File: config.mk
export PLATFORM = sky130hd
export DESIGN_NAME = sp_ram_stream_ctrl
export DESIGN_NICKNAME = d
export VERILOG_FILES = /design/src/rtl/sp_ram_stream_ctrl.sv
export SDC_FILE = /design/constraint.sdc
export NUM_CORES = 1
export LEC_CHECK = 0
export ABC_AREA = 0
export BUFFER_PORTS_ARGS = -buffer_cell sky130_fd_sc_hd__buf_2
export CORE_ASPECT_RATIO = 0.9
export CORE_MARGIN = 4
export CORE_UTILIZATION = 34
export CTS_CLUSTER_DIAMETER = 50
export DETAILED_ROUTE_END_ITERATION = 6
export PLACE_DENSITY = 0.63
export SYNTH_ARGS = -nofsm -noshare
export SYNTH_HDL_FRONTEND = slang
export SYNTH_SLANG_ARGS = --single-unit
File: constraint.sdc
create_clock -name clk -period 6.2 [get_ports clk]
set_input_delay 0.62 -clock clk [delete_from_list [all_inputs] [get_ports clk]]
set_output_delay 0.62 -clock clk [all_outputs]
set_load 0.03 [all_outputs]
File: src/rtl/sp_ram_stream_ctrl.sv
`default_nettype none
// ============================================================================
// Module      : sp_ram_stream_ctrl
// Description : Stream-side controller for a single-port RAM. A write
//               command moves a valid/ready input stream into consecutive RAM
//               words. A read command streams consecutive RAM words out over
//               valid/ready with full backpressure. The RAM's one-cycle read
//               latency is absorbed by a 2-entry output FIFO.
//
// Ports
//   clk, nreset                     clock, asynchronous active-low reset
//   cmd_valid/cmd_ready             command handshake (ready only in IDLE)
//   cmd_rd, cmd_base, cmd_len       direction, first address, word count
//   s_valid/s_ready/s_data          write-data stream (sink)
//   m_valid/m_ready/m_data/m_last   read-data stream (source)
//   ram_re, ram_we, ram_addr,
//   ram_din, ram_dout               single-port RAM interface
//   busy, done, err                 status; done/err are one-cycle pulses
//
// Revision    : 1.0 - initial release
// ============================================================================
module sp_ram_stream_ctrl #(
    parameter int RAM_DEEP = 40,
    parameter int DWIDTH   = 16,
    parameter int AWIDTH   = $clog2(RAM_DEEP),
    parameter int LWIDTH   = $clog2(RAM_DEEP + 1)
) (
    input  logic              clk,
    input  logic              nreset,
    input  logic              cmd_valid,
    output logic              cmd_ready,
    input  logic              cmd_rd,
    input  logic [AWIDTH-1:0] cmd_base,
    input  logic [LWIDTH-1:0] cmd_len,
    input  logic              s_valid,
    output logic              s_ready,
    input  logic [DWIDTH-1:0] s_data,
    output logic              m_valid,
    input  logic              m_ready,
    output logic [DWIDTH-1:0] m_data,
    output logic              m_last,
    output logic              ram_re,
    output logic              ram_we,
    output logic [AWIDTH-1:0] ram_addr,
    output logic [DWIDTH-1:0] ram_din,
    input  logic [DWIDTH-1:0] ram_dout,
    output logic              busy,
    output logic              done,
    output logic              err
);

    // Base limit is one bit wider so a power-of-two depth does not truncate.
    localparam logic [AWIDTH:0]   BASE_LIMIT = (AWIDTH + 1)'(RAM_DEEP);
    localparam logic [LWIDTH-1:0] LEN_MAX    = LWIDTH'(RAM_DEEP);
    localparam logic [AWIDTH-1:0] PTR_LAST   = AWIDTH'(RAM_DEEP - 1);
    localparam logic [AWIDTH-1:0] PTR_ONE    = AWIDTH'(1);
    localparam logic [LWIDTH-1:0] LEN_ONE    = LWIDTH'(1);

    typedef enum logic [1:0] {
        ST_IDLE  = 2'd0,
        ST_WRITE = 2'd1,
        ST_READ  = 2'd2
    } state_t;

    state_t            state;
    logic [AWIDTH-1:0] ptr;          // next RAM address to access
    logic [LWIDTH-1:0] remaining;    // RAM accesses still to issue
    logic [LWIDTH-1:0] out_left;     // read words still to hand out
    logic              inflight;     // ram_re of the previous cycle
    logic [DWIDTH-1:0] fifo_mem [2];
    logic              fifo_rd_idx;
    logic              fifo_wr_idx;
    logic [1:0]        fifo_count;
    logic              done_q;
    logic              err_q;

    logic              cmd_fire;
    logic              base_bad;
    logic [LWIDTH-1:0] eff_len;
    logic [AWIDTH-1:0] ptr_next;
    logic              pop;
    logic              wr_beat;
    logic              rd_issue;
    logic [2:0]        occupancy;

    always_comb begin
        cmd_ready = (state == ST_IDLE);
        cmd_fire  = cmd_valid & cmd_ready;
        base_bad  = ({1'b0, cmd_base} >= BASE_LIMIT);
        eff_len   = (cmd_len > LEN_MAX) ? LEN_MAX : cmd_len;
        ptr_next  = (ptr == PTR_LAST) ? '0 : ptr + PTR_ONE;

        m_valid   = (fifo_count != 2'd0);
        // Head is forced to zero when empty so stale words never leak out.
        m_data    = m_valid ? fifo_mem[fifo_rd_idx] : '0;
        m_last    = m_valid && (out_left == LEN_ONE);
        pop       = m_valid & m_ready;

        // Words already committed to the FIFO after this cycle's pop; a new
        // read is only issued when a slot is guaranteed for its data.
        occupancy = {1'b0, fifo_count} + {2'b00, inflight} - {2'b00, pop};

        s_ready   = (state == ST_WRITE);
        wr_beat   = s_ready & s_valid;
        rd_issue  = (state == ST_READ) && (remaining != '0) && (occupancy < 3'd2);

        ram_we    = wr_beat;
        ram_re    = rd_issue;
        ram_addr  = (state == ST_IDLE) ? '0 : ptr;
        ram_din   = (state == ST_WRITE) ? s_data : '0;

        busy      = (state != ST_IDLE);
        done      = done_q;
        err       = err_q;
    end

    always_ff @(posedge clk or negedge nreset) begin
        if (!nreset) begin
            state       <= ST_IDLE;
            ptr         <= '0;
            remaining   <= '0;
            out_left    <= '0;
            inflight    <= 1'b0;
            fifo_mem[0] <= '0;
            fifo_mem[1] <= '0;
            fifo_rd_idx <= 1'b0;
            fifo_wr_idx <= 1'b0;
            fifo_count  <= 2'd0;
            done_q      <= 1'b0;
            err_q       <= 1'b0;
        end else begin
            done_q   <= 1'b0;
            err_q    <= 1'b0;
            inflight <= rd_issue;

            case (state)
                ST_IDLE: begin
                    if (cmd_fire) begin
                        if (base_bad) begin
                            err_q <= 1'b1;
                        end else if (cmd_len == '0) begin
                            done_q <= 1'b1;
                        end else begin
                            ptr       <= cmd_base;
                            remaining <= eff_len;
                            out_left  <= eff_len;
                            state     <= cmd_rd ? ST_READ : ST_WRITE;
                        end
                    end
                end
                ST_WRITE: begin
                    if (wr_beat) begin
                        ptr       <= ptr_next;
                        remaining <= remaining - LEN_ONE;
                        if (remaining == LEN_ONE) begin
                            state  <= ST_IDLE;
                            done_q <= 1'b1;
                        end
                    end
                end
                ST_READ: begin
                    if (rd_issue) begin
                        ptr       <= ptr_next;
                        remaining <= remaining - LEN_ONE;
                    end
                    if (pop) begin
                        out_left <= out_left - LEN_ONE;
                        if (out_left == LEN_ONE) begin
                            state  <= ST_IDLE;
                            done_q <= 1'b1;
                        end
                    end
                end
                default: state <= ST_IDLE;
            endcase

            // Registered RAM data arrives the cycle after ram_re.
            if (inflight) begin
                fifo_mem[fifo_wr_idx] <= ram_dout;
                fifo_wr_idx           <= ~fifo_wr_idx;
            end
            if (pop) begin
                fifo_rd_idx <= ~fifo_rd_idx;
            end
            case ({inflight, pop})
                2'b10:   fifo_count <= fifo_count + 2'd1;
                2'b01:   fifo_count <= fifo_count - 2'd1;
                default: fifo_count <= fifo_count;
            endcase
        end
    end

endmodule
`default_nettype wire

# [Yosys cells after proc, flatten, opt, wreduce, memory -nomap -nowiden]
# Index checks and enable logic that the tools add are counted.
[word_totals] reg_bits=59 out_inout_bits=47 input_bits=50 elab_cells=108
[op_classes] n_reduce_logical=15 bitwise_logic=7 magnitude_cmp=6 add_sub_neg=7 mux=46 n_eq_ne=15
[ops] operator="two-way mux 16 bit" n=6
[ops] operator="two-way mux 6 bit" n=14
[ops] operator="case mux 6 bit (3 select lines)" n=2
[ops] operator="bitwise mux 32 bit" n=1
[ops] operator="demux 16 bit (select 1 bit)" n=1
[ops] operator="two-way mux 2 bit" n=8
[ops] operator="== test 6 x 1 -> 1 bit, second input constant" n=2
[ops] operator="case mux 6 bit (2 select lines)" n=1
[ops] operator="subtractor 6 x 1 -> 6 bit, second input constant" n=2
[ops] operator="two-way mux 1 bit" n=10
[ops] operator="inequality test 2 bit, second input constant" n=5
[ops] operator="nonzero test 2 bit" n=4
[ops] operator="AND reduction 7 bit" n=1
[ops] operator="adder 6 x 1 -> 6 bit, second input constant" n=1
[ops] operator="== test 6 bit, second input constant" n=1
[ops] operator=">= comparator 6 bit, second input constant" n=1
[ops] operator="greater-than comparator 6 bit, second input constant" n=1
[ops] operator="logical NOT 6 bit" n=1
[ops] operator="inequality test 2 x 1 -> 1 bit, second input constant" n=3
[ops] operator="case mux 2 bit (3 select lines)" n=1
[ops] operator="AND reduction 6 bit" n=1
[ops] operator="nonzero test 6 bit" n=1
[ops] operator="AND reduction 5 bit" n=1
[ops] operator="== test 2 x 1 -> 1 bit, second input constant" n=2
[ops] operator="other kinds (16)" n=25

# [Longest topological paths before layout]
# Gate-level depths: netlist of the first run.
[depth] depth_word=7 mapped_depth=11 depth_no_buf=9

# [Worst setup path before layout of the first run]
# OpenSTA, ideal clock, no wires.
[synth_path] path_type="input to register" startpoint="input port m_ready" endpoint="register ptr[2]" t_arrival_ns=2.849 required_time_ns=6.072 stages=11 setup_ns=0.128 path_slack_ns=3.223 path_buffers=2 path_cell_list="inv_1 -> nor3b_1 -> o21ai_0 -> fa_1 -> nand2_1 -> a211o_1 -> a222oi_1 -> buf_2 -> buf_2 -> mux2i_1 -> nand3_1"
[synth_via] elab_chain_cells=6
[synth_lines] item="from (decl)" line="39" text="input logic m_ready,"
[synth_lines] item="AND 1 bit" line="97" text="pop = m_valid & m_ready;"
[synth_lines] item="subtractor 3 x 1 -> 3 bit" line="101" text="occupancy = {1'b0, fifo_count} + {2'b00, inflight} - {2'b00, pop};"
[synth_lines] item="less-than comparator 3 x 2 -> 1 bit" line="105" text="rd_issue = (state == ST_READ) && (remaining != '0) && (occupancy < 3'd2);"
[synth_lines] item="logical AND 1 bit" line="105"
[synth_lines] item="inequality test 2 bit (no source line)"
[synth_lines] item="AND reduction 6 bit (no source line)"
[synth_lines] item="to (signal assigned)" line="144" text="ptr <= cmd_base;"
[synth_lines] item="to (signal assigned)" line="153" text="ptr <= ptr_next;"
[synth_lines] item="to (signal assigned)" line="163" text="ptr <= ptr_next;"
[synth_lines] item="to (decl)" line="66" text="logic [AWIDTH-1:0] ptr;"
# Every way passes these cells.
# A chain may end at the register's enable or synchronous reset.

# [Worst setup path after layout of the first run]
[layout_path] startpoint="register fifo_count[1]" endpoint="output port ram_re"
[layout_via] elab_chain_cells=5 elab_cells_between_ends=6 cone_classes="add/sub (2); order compare (1); bitwise (1); reduce/logical (2)"
[layout_lines] item="from (decl)" line="73" text="logic [1:0] fifo_count;"
[layout_lines] item="from (signal assigned)" line="186" text="2'b10: fifo_count <= fifo_count + 2'd1;"
[layout_lines] item="from (signal assigned)" line="187" text="2'b01: fifo_count <= fifo_count - 2'd1;"
[layout_lines] item="from (signal assigned)" line="188" text="default: fifo_count <= fifo_count;"
[layout_lines] item="parallel branches: the longest is 2 deep, another holds adder 2 x 1 -> 3 bit"
[layout_lines] item="subtractor 3 x 1 -> 3 bit *" line="101"
[layout_lines] item="less-than comparator 3 x 2 -> 1 bit *" line="105"
[layout_lines] item="logical AND 1 bit *" line="105"
[layout_lines] item="to (decl)" line="42" text="output logic ram_re,"
# Mark *: on every way between the ends.

==> results of run 1 <==
==> sequential cells by signal (all words and copies together), names as in the netlist <==
signal       count
fifo_count       2
err              1
out_left         6
fifo_wr_idx      1
fifo_mem        32
ptr              6
remaining        6
done             1
fifo_rd_idx      1
state            2
inflight         1
==> worst min-delay path by stage <==
stage	startpoint	endpoint	slack, ns	cells after the start
final	nreset	fifo_mem[3]	0.43	2
after global routing	nreset	fifo_mem[3]	0.49	2
after CTS	nreset	fifo_mem[3]	0.45	2
after detailed placement	fifo_wr_idx	fifo_wr_idx	0.48	1
after global placement	fifo_wr_idx	fifo_wr_idx	0.48	1
after floorplan	nreset	done	0.32	0
==> layout make-up <==
class / count / area, µm² / share of cell area [%]
clock inverter: 6 / 113 / 2.69
tap: 126 / 158 / 3.76
inverter: 18 / 67.6 / 1.61
sequential: 59 / 1480 / 35.2
clock buffer: 10 / 138 / 3.28
multi-input combinational: 232 / 1740 / 41.4
timing repair buffer: 99 / 503 / 12.0
==> cells in the final DEF (no fill, tap or decap), types with 5 or more instances in the layout <==
| cell | count |
|---|---|
| buf_2 | 96 |
| mux2i_1 | 27 |
| clkbuf_8 | 10 |
| inv_1 | 18 |
| dfrtp_1 | 59 |
| nor2b_1 | 8 |
| nand2_1 | 14 |
| nand2b_1 | 5 |
| nand3_1 | 15 |
| a21oi_1 | 9 |
| mux2_2 | 32 |
| and2_1 | 17 |
| o21ai_0 | 11 |
| ha_1 | 10 |
| nor2_1 | 25 |
| nand3b_1 | 5 |
==> metrics by stage <==
step           cell area (µm²)  std cells  utilization, %  hold WS (ns)
2_1_floorplan             3350        327               -         0.324
3_3_place_gp              3940        534            40.8         0.478
3_5_place_dp              3940        534            40.8         0.485
4_1_cts                   4190        550            43.4         0.454
5_1_grt                   4190        550            43.4         0.493
6_report                  4190        550            43.4         0.425
==> cells by family (layout without fill, tap and decap cells) <==
kind of cell,after synthesis,after routing
AOI/OAI and AO/OA,44,44
DFF,59,59
buffers and inverters,36,133
adders and majority gates,11,11
muxes,59,59
xor gates and xnor gates,4,4
and+or+nand+nor,114,114
==> worst register-to-register path: cells and delay by family, from the launching register on <==
family          cells  cell delay [ns]
buf+inv             1             0.32
compound gates      5             1.12
fa+ha+maj           1             0.51
simple gates        2             0.46
flops               1             0.50
==> report_power, final <==
| part | internal, W | switching [W] |
|---|---|---|
| Sequential | 0.000578 | 0.000169 |
| Clock | 0.000278 | 0.000158 |
| Combinational | 0.000512 | 0.000693 |
==> per-layer routing <==
layer / global-route usage, % / wire [µm] / vias up
met5: 0 / 0 / -
li1: - / - / 1335
met4: 3.60 / 75 / 0
met3: 4.56 / 502 / 8
met2: 23.1 / 3630 / 87
met1: 18.1 / 3580 / 1293
==> flow_metrics.env, run 1 <==
export IMPL_wl_per_cell_um=14.2
export IMPL_cp_depth=7
export IMPL_drt_iter0_markers=129
export IMPL_slowest_delay_ns=0.51
export IMPL_insertion_delay_ns=0.34
export IMPL_start_util_pct=34.7
export IMPL_clk_path_buf_depth=2
export IMPL_synth_commonest_cells="59 x dfrtp_1, 32 x mux2_2, 27 x mux2i_1"
export IMPL_gp_congestion=0.783
export IMPL_drive_above_1_share_pct=36.6
export IMPL_power_density_nw_per_um2=570
export IMPL_synthFlopType="dfrtp_1"
export IMPL_r2r_cells=9
export IMPL_ys_ff_latch=59
export IMPL_synth_most_common_cell="dfrtp_1"
export IMPL_critPathLaunchType="flop"
export IMPL_r2r_end="ptr[5]"
export IMPL_grt_max_degree=60
export IMPL_synth_simple_area_share_pct=18.5
export IMPL_finalPower_w=0.00239
export IMPL_finClkSkew_ns=0.00796
export IMPL_fin_ws_ns=3.01
export IMPL_hpwl_um=5710
export IMPL_grt_pass1_wl_um=13100
export IMPL_synth_top_family_by_area="multiplexers"
export IMPL_synth_xor_area_share_pct=1.04
export IMPL_relSlewSlack_pct=36.5
export IMPL_pre_cts_ws_ns=2.90
export IMPL_min_delay_path_class="in2async"
export IMPL_worst_pin_slew_ns=0.953
export IMPL_syn2layout_area_growth_pct=24.9
export IMPL_cts_buffers=9
export IMPL_cts_resized=0
export IMPL_track_usage_pct=14.1
export IMPL_crit_type="reg2out"
export IMPL_crit_chain="nor3b_1 > o21ai_0 > fa_1 > nand2_1 > a211o_1 > inv_1 > buf_2"
export IMPL_synthMuxAreaShare_pct=18.8
export IMPL_synthTopCellsByArea="dfrtp_1 44%, mux2_2 11%, mux2i_1 8.1%, ha_1 3.7%, and2_1 3.2%"
export IMPL_synth_cells=327
export IMPL_worstPathMaxFanout=8
export IMPL_vias=2723
export IMPL_routed_wl_um=7790
export IMPL_fill_cells=959
export IMPL_grt_pass1_vias=2745
export IMPL_drc=0
export IMPL_syn_nets=388
export IMPL_required_ns=5.58
export IMPL_status="completed"
export IMPL_synth_edf_count=0
export IMPL_nNetsFinal=480
export IMPL_holdBufCountCts=0
export IMPL_synth_area_um2=3350
export IMPL_path_clk_slew_ns=0.07
export IMPL_netlist_area_leader_share_pct=44.0
export IMPL_worstPathBufferInverterCount=2
export IMPL_n_antenna_cell=0
export IMPL_synthArstFlopShare_pct=100
export IMPL_tritoncts="done"
export IMPL_die_h_um=102
export IMPL_critPathSlowestCell="fa_1"
export IMPL_final_hold_viol_count=0
export IMPL_core_area_um2=9660
export IMPL_io_buffers=96
export IMPL_drtAntennaViolNets=0
export IMPL_ys_warnings_count=0
export IMPL_finalSetupTns_ns=0
export IMPL_synth_fa_ha_area_share_pct=4.33
export IMPL_synth_area_per_cell_um2=10.3
export IMPL_first_pass_iters=4
export IMPL_endpoint="ram_re"
export IMPL_maxSlewViolCount=0
export IMPL_rrSetupSlack_ns=3.20
export IMPL_chipWidth_um=113
export IMPL_yosysUniqueCellTypes=51
export IMPL_htreeDepth=3
export IMPL_max_freq_ghz=0.314
export IMPL_synth_compound_area_share_pct=9.03
export IMPL_timing_rr_start="fifo_count[1]"
export IMPL_ys_seq_area_share_pct=44.0
export IMPL_viasPerCell=4.95
export IMPL_rows=34
export IMPL_fin_crit_ns=3.19
export IMPL_power_leakage_nw=2.04
export IMPL_cts_sinks=59
export IMPL_cap_violations=0
export IMPL_yosys_area_top_type="dfrtp_1"
export IMPL_grt_overflow=0
export IMPL_rsz0062_at_grt="no"
export IMPL_design_die_area_um2=11500
export IMPL_post_cts_buffers=0
export IMPL_crit_start="fifo_count[1]"
export IMPL_finalSetupViolations=0
export IMPL_vdd_drop_max_mv=0.219
export IMPL_cts_root_buf="clkbuf_8"
export IMPL_path_delay_family="adder cells"
export IMPL_pin_count=97
export IMPL_fin_crit_sh_pct=51.4
export IMPL_antenna_found_initial=0
export IMPL_arrival_ns=2.57
export IMPL_critical_path_endpoint_type="output pin"
Note: power is estimated with default switching activity, not from simulation.
==> run 2: changes to the inputs <==
- ABC_AREA: 0 -> 1
- PLACE_DENSITY: 0.63 -> 0.65
- clock period: 6.2 -> 2.6 ns (I/O delays scaled with it)
==> run 2 against run 1 <==
Effect of this change: critical endpoint unchanged; global-route usage is 1.5 points higher; setup slack worse by 2.9 ns; clock power grew to 2.9 times the previous value; count of clock-buffer cells in the layout stayed put; synthesized area is 6.9% higher; the run now ends with negative hold slack left; via count is 30% higher; register-to-register slack worse by 2.9 ns.
==> flow_metrics.env, run 2 <==
export IMPL_synth_commonest_cells="208 x nand2_1, 68 x inv_1, 59 x dfrtp_1"
export IMPL_r2r_cells=14
export IMPL_critPathLaunchType="flop"
export IMPL_syn_nets=589
export IMPL_drt_iter0_markers=179
export IMPL_pin_count=97
export IMPL_fin_crit_sh_pct=94.1
export IMPL_path_clk_slew_ns=0.05
export IMPL_cts_sinks=59
export IMPL_synthArstFlopShare_pct=100
export IMPL_rsz0062_at_grt="no"
export IMPL_ys_ff_latch=59
export IMPL_final_hold_viol_count=1
export IMPL_core_area_um2=10300
export IMPL_finalSetupViolations=0
export IMPL_grt_overflow=0
export IMPL_crit_type="reg2out"
export IMPL_final_util_pct=44.3
export IMPL_n_antenna_cell=0
export IMPL_final_common_cell="nand2_1"
export IMPL_drc=0
export IMPL_gp_congestion=0.851
export IMPL_antenna_found_initial=0
export IMPL_min_delay_path_class="in2async"
export IMPL_max_freq_ghz=0.409
export IMPL_start_util_pct=34.8
export IMPL_tritoncts="done"
export IMPL_finClkSkew_ns=0.00915
export IMPL_insertion_delay_ns=0.32
export IMPL_yosys_area_top_type="dfrtp_1"
export IMPL_rrSetupSlack_ns=0.35
export IMPL_wl_per_cell_um=12.3
export IMPL_holdBufCountCts=0
export IMPL_design_die_area_um2=12300
export IMPL_nNetsFinal=686
export IMPL_drive_above_1_share_pct=21.3
export IMPL_grt_pass1_wl_um=15600
export IMPL_drt_met1_wl_um=4470
export IMPL_largest_reg_flops=32
export IMPL_relSlewSlack_pct=51.4
export IMPL_worst_hold_slack_ns=-0.000514
export IMPL_syn2layout_area_growth_pct=27.1
export IMPL_worst_pin_slew_ns=0.730
export IMPL_maxSlewViolCount=0
export IMPL_power_density_nw_per_um2=1380
export IMPL_die_h_um=105
export IMPL_required_ns=2.34
export IMPL_met3_length_um=623
export IMPL_synth_edf_count=0
export IMPL_cts_buffers=9
export IMPL_vdd_drop_max_mv=0.725
export IMPL_arrival_ns=2.19
export IMPL_track_usage_pct=15.6
export IMPL_viasPerCell=4.65
export IMPL_io_buffers=96
export IMPL_vias=3532
export IMPL_synth_area_per_cell_um2=6.79
export IMPL_violations="negative hold slack"
export IMPL_synthFlopType="dfrtp_1"
export IMPL_rows=35
export IMPL_synth_most_common_cell="nand2_1"
export IMPL_status="finished, violations left"
export IMPL_highest_layer="met4"
export IMPL_mostFrequentLayoutCells="208 x nand2_1, 95 x buf_2, 68 x inv_1"
export IMPL_grt_pass1_vias=3369
export IMPL_ys_seq_area_share_pct=41.2
export IMPL_fill_cells=1050
export IMPL_timing_rr_start="fifo_count[0]"
export IMPL_critical_path_endpoint_type="output pin"
export IMPL_fin_crit_ns=2.45
export IMPL_routed_wl_um=9300
export IMPL_synth_area_um2=3590
export IMPL_finalSetupTns_ns=0
export IMPL_drtAntennaViolNets=0
export IMPL_grt_max_degree=33
export IMPL_cap_violations=0
export IMPL_power_leakage_nw=2.67
export IMPL_synthTopCellsByArea="dfrtp_1 41%, nand2_1 22%, inv_1 7.1%, o21ai_0 6.0%, nand3_1 5.2%"
export IMPL_synth_cells=528
export IMPL_regMostFlops="fifo_mem"
export IMPL_first_pass_iters=4
export IMPL_yosysUniqueCellTypes=31
export IMPL_netlist_area_leader_share_pct=41.2
export IMPL_cts_root_buf="clkbuf_16"
export IMPL_wl_met2_um=4130
export IMPL_r2r_end="remaining[2]"
export IMPL_clk_path_buf_depth=2
export IMPL_htreeDepth=3
export IMPL_worstPathMaxFanout=4
export IMPL_hpwl_um=7010
export IMPL_chipWidth_um=116
export IMPL_ys_warnings_count=0
-- run 2: changes by cell type in the layout (fill, tap and decap cells not counted), sizes merged, moves of 5 or more --
| cell | delta |
|---|---|
| nand4 | +5 |
| nand2 | +196 |
| nor2 | +14 |
| and2 | -17 |
| nor2b | -8 |
| o21ai | +33 |
| nand3b | -5 |
| a21oi | +8 |
| inv | +54 |
| nand2b | -5 |
| mux2 | -32 |
| buf | +6 |
| nand3 | +23 |
| mux2i | -27 |
-- run 2: repair_timing --
action                                  4_1_cts  5_1_grt
endpoints found under the setup margin        1        2
pin swaps                                     0        1
resized for setup                             3        3
setup buffers                                 1        1
-- run 2: worst max path at each step --
stage,end,cells past startpoint,slack (ns),from
finish,ram_re,11,0.15,fifo_count[0]
floorplan,remaining[2],14,0.007,fifo_count[1]
CTS,ram_re,11,0.009,fifo_count[0]
global placement,remaining[5],14,0.23,fifo_count[1]
detailed placement,ptr[5],14,0.13,fifo_count[1]
global route,ram_re,11,0.007,fifo_count[1]
-- run 2: report_power, final --
part	total (W)	switching, W	internal (W)
registers	0.00170	0.000332	0.00137
logic	0.00329	0.00224	0.00105
clock network	0.00128	0.000418	0.000865
total	0.00627	0.00299	0.00328
-- run 2: per-layer routing --
metal,up-vias,global-route usage [%]
li1,1824,-
met1,1587,22.0
met2,113,24.1
met3,8,4.13
met4,0,3.07
met5,-,0
-- run 2: stage by stage --
stage / instance area (µm²) / total power (W) / setup WS (ns) / hold slack [ns] / cells
after detailed placement: 4200 / 0.00497 / 0.127 / 0.367 / 741
after global routing: 4560 / 0.00685 / 0.00749 / 0.0417 / 759
final: 4560 / 0.00627 / 0.153 / -0.000514 / 759
after global placement: 4200 / 0.00488 / 0.227 / 0.349 / 741
after CTS: 4540 / 0.00630 / 0.00947 / 0.0161 / 758
after floorplan: 3590 / 0.00413 / 0.00673 / -0.0356 / 528
-- run 2: logic make-up (layout without fill, tap and decap cells) --
family	Yosys count	count (layout)	synth area share, %
AOI/OAI and AO/OA	65	65	9.46
xor gates and xnor gates	4	4	0.977
and+or+nand+nor	297	297	34.0
DFF	59	59	41.2
buffers and inverters	92	194	10.4
adders and majority gates	11	11	4.05
-- run 2: critical path, stage by stage, from the launching register on --
cell	delay (ns)
dfrtp_1	0.33
inv_1	0.08
nand2_2	0.10
nand2_1	0.10
nor2_4	0.13
o21ai_1	0.10
fa_1	0.49
nand2_1	0.05
inv_1	0.08
nand3_1	0.11
nor2_4	0.16
buf_6	0.15
-- run 2: final cells by class --
| class | instances | area, µm² | area share (%) |
|---|---|---|---|
| clock buffer | 10 | 239 | 5.24 |
| clock inverter | 6 | 87.6 | 1.92 |
| inverter | 73 | 274 | 6.01 |
| multi-input combinational | 377 | 1750 | 38.5 |
| sequential | 59 | 1480 | 32.4 |
| tap | 129 | 161 | 3.54 |
| timing repair buffer | 105 | 567 | 12.4 |
==> run 3: changes to the inputs <==
- CORE_MARGIN: 4 -> default
- PLACE_DENSITY: 0.65 -> 0.63
- clock period: 2.6 -> 3 ns (I/O delays scaled with it)
==> run 3 against run 2 <==
Effect of this change: the flow now finishes without violations; register-to-register slack improved by 0.14 ns; utilization is 0.59 points lower; power fell by 15%; worst hold slack gained 0.18 ns; die area fell by 11%; largest cell class unchanged; cell count down 0.53%; combinational power decreased by 15%; flip-flop and latch count stayed put; global-route usage grew 2.0 points; setup slack improved by 0.034 ns; routed wire length is 0.13% lower.
==> flow_metrics.env, run 3 (synthesis results as in run 2) <==
export IMPL_clk_path_buf_depth=2
export IMPL_grt_overflow=0
export IMPL_power_density_nw_per_um2=1190
export IMPL_path_clk_slew_ns=0.05
export IMPL_gp_congestion=0.858
export IMPL_critical_path_endpoint_type="output pin"
export IMPL_timing_rr_start="fifo_count[1]"
export IMPL_post_cts_buffers=0
export IMPL_io_buffers=96
export IMPL_comb_power_share_pct=52.7
export IMPL_tritoncts="done"
export IMPL_max_freq_ghz=0.355
export IMPL_drtAntennaViolNets=0
export IMPL_dp_cells=739
export IMPL_rrSetupSlack_ns=0.49
export IMPL_wl_per_cell_um=12.3
export IMPL_regMostFlops="fifo_mem"
export IMPL_p_clk_share_pct=19.6
export IMPL_antenna_found_initial=0
export IMPL_pre_cts_ws_ns=0.381
export IMPL_cp_depth=11
export IMPL_fin_ws_ns=0.187
export IMPL_maxSlewViolCount=0
export IMPL_relSlewSlack_pct=27.0
export IMPL_vias=3497
export IMPL_rsz0062_at_grt="no"
export IMPL_drc=0
export IMPL_switching_share_pct=48.9
export IMPL_critPathSlowestCell="fa_1"
export IMPL_worst_pin_slew_ns=1.09
export IMPL_hpwl_um=6660
export IMPL_viasPerCell=4.63
export IMPL_r2r_cells=14
export IMPL_finalSetupViolations=0
export IMPL_pin_count=97
export IMPL_worstPathBufferInverterCount=3
export IMPL_critPathLaunchType="flop"
export IMPL_rows=35
export IMPL_cap_violations=0
export IMPL_holdBufCountCts=0
export IMPL_required_ns=2.70
export IMPL_power_leakage_nw=2.63
export IMPL_min_delay_path_class="in2async"
export IMPL_insertion_delay_ns=0.33
export IMPL_track_usage_pct=17.6
export IMPL_crit_type="reg2out"
export IMPL_core_area_um2=10200
export IMPL_cts_root_buf="clkbuf_16"
export IMPL_grt_max_degree=49
export IMPL_routed_wl_um=9290
export IMPL_internal_power_w=0.00272
export IMPL_path_delay_family="simple AND/OR/NAND/NOR gates"
export IMPL_finClkSkew_ns=0.00451
export IMPL_place_area_um2=4170
export IMPL_drt_iter0_markers=291
export IMPL_syn2layout_area_growth_pct=24.9
export IMPL_post_route_cell_area_um2=4480
export IMPL_largest_reg_flops=32
export IMPL_design_die_area_um2=11000
export IMPL_status="completed"
export IMPL_grt_pass1_wl_um=14800
export IMPL_power_frac_seq_pct=27.7
export IMPL_first_pass_iters=4
export IMPL_n_antenna_cell=0
export IMPL_chipWidth_um=110
export IMPL_cts_resized=0
export IMPL_r2r_end="remaining[2]"
export IMPL_vdd_drop_max_mv=0.614
export IMPL_fin_crit_sh_pct=93.8
export IMPL_grt_pass1_vias=3125
export IMPL_crit_chain="inv_1 > nand2_2 > nand2_1 > nor2_2 > o21ai_0 > fa_1 > nand2_1 > inv_1 > nand3_1 > nor2_2 > clkbuf_4"
export IMPL_finalSetupTns_ns=0
export IMPL_arrival_ns=2.51
export IMPL_final_hold_viol_count=0
export IMPL_cts_buffers=9
export IMPL_cts_sinks=59
export IMPL_p_switching_w=0.00261
export IMPL_nNetsFinal=682
export IMPL_fin_crit_ns=2.81
export IMPL_drive_above_1_share_pct=20.8
export IMPL_die_h_um=99.4
export IMPL_final_common_cell="nand2_1"
export IMPL_htreeDepth=3
export IMPL_start_util_pct=35.0
export IMPL_mostFrequentLayoutCells="208 x nand2_1, 95 x buf_2, 68 x inv_1"
export IMPL_worst_hold_slack_ns=0.179
export IMPL_fill_cells=1076
export IMPL_worstPathMaxFanout=5
export IMPL_slowest_delay_ns=0.51
export IMPL_fin_cells=755
==> run 3: changes by cell type in the layout (fill, tap and decap cells not counted), moves of 2 or more <==
cell,change
nor2_4,-2
clkinvlp_4,+2
buf_4,-3
nor2_2,+2
==> run 3: power by group through the flow <==
| stage | logic, W | registers (W) | clock network (W) |
|---|---|---|---|
| after floorplan | 0.00218 | 0.00140 | 0 |
| after global placement | 0.00275 | 0.00147 | 0 |
| after detailed placement | 0.00281 | 0.00148 | 0 |
| after CTS | 0.00282 | 0.00147 | 0.00107 |
| after global routing | 0.00317 | 0.00153 | 0.00110 |
| final | 0.00281 | 0.00148 | 0.00104 |
==> run 3: per-stage QoR <==
step | total power [W] | util [%]
5_1_grt | 0.00580 | 43.7
4_1_cts | 0.00536 | 43.6
3_5_place_dp | 0.00429 | 40.7
2_1_floorplan | 0.00358 | -
3_3_place_gp | 0.00422 | 40.7
6_report | 0.00533 | 43.7
==> run 3: area by class of cell <==
cell class	count	area, µm²	share of cell area (%)
inverters	73	274	6.12
repair buffers	101	520	11.6
well taps	129	161	3.60
clock buffers	10	239	5.34
flip-flops and latches	59	1480	33.0
multi-input cells	377	1740	38.9
clock inverters	6	63.8	1.42
==> run 3: per-layer routing <==
metal / vias up / routed length, µm / global-route usage, %
met5: - / 0 / 0
met1: 1586 / 4590 / 24.6
met2: 89 / 4090 / 26.7
li1: 1812 / - / -
met3: 10 / 513 / 4.52
met4: 0 / 102 / 4.66
==> run 3: worst max-delay path by stage <==
stage                        startpoint           end  slack [ns]
after floorplan           fifo_count[1]  remaining[2]        0.26
after global placement    fifo_count[1]        ram_re        0.47
after detailed placement  fifo_count[1]  remaining[0]        0.38
after CTS                 fifo_count[1]        ram_re        0.05
after global routing      fifo_count[1]        ram_re       0.001
final                     fifo_count[1]        ram_re        0.19
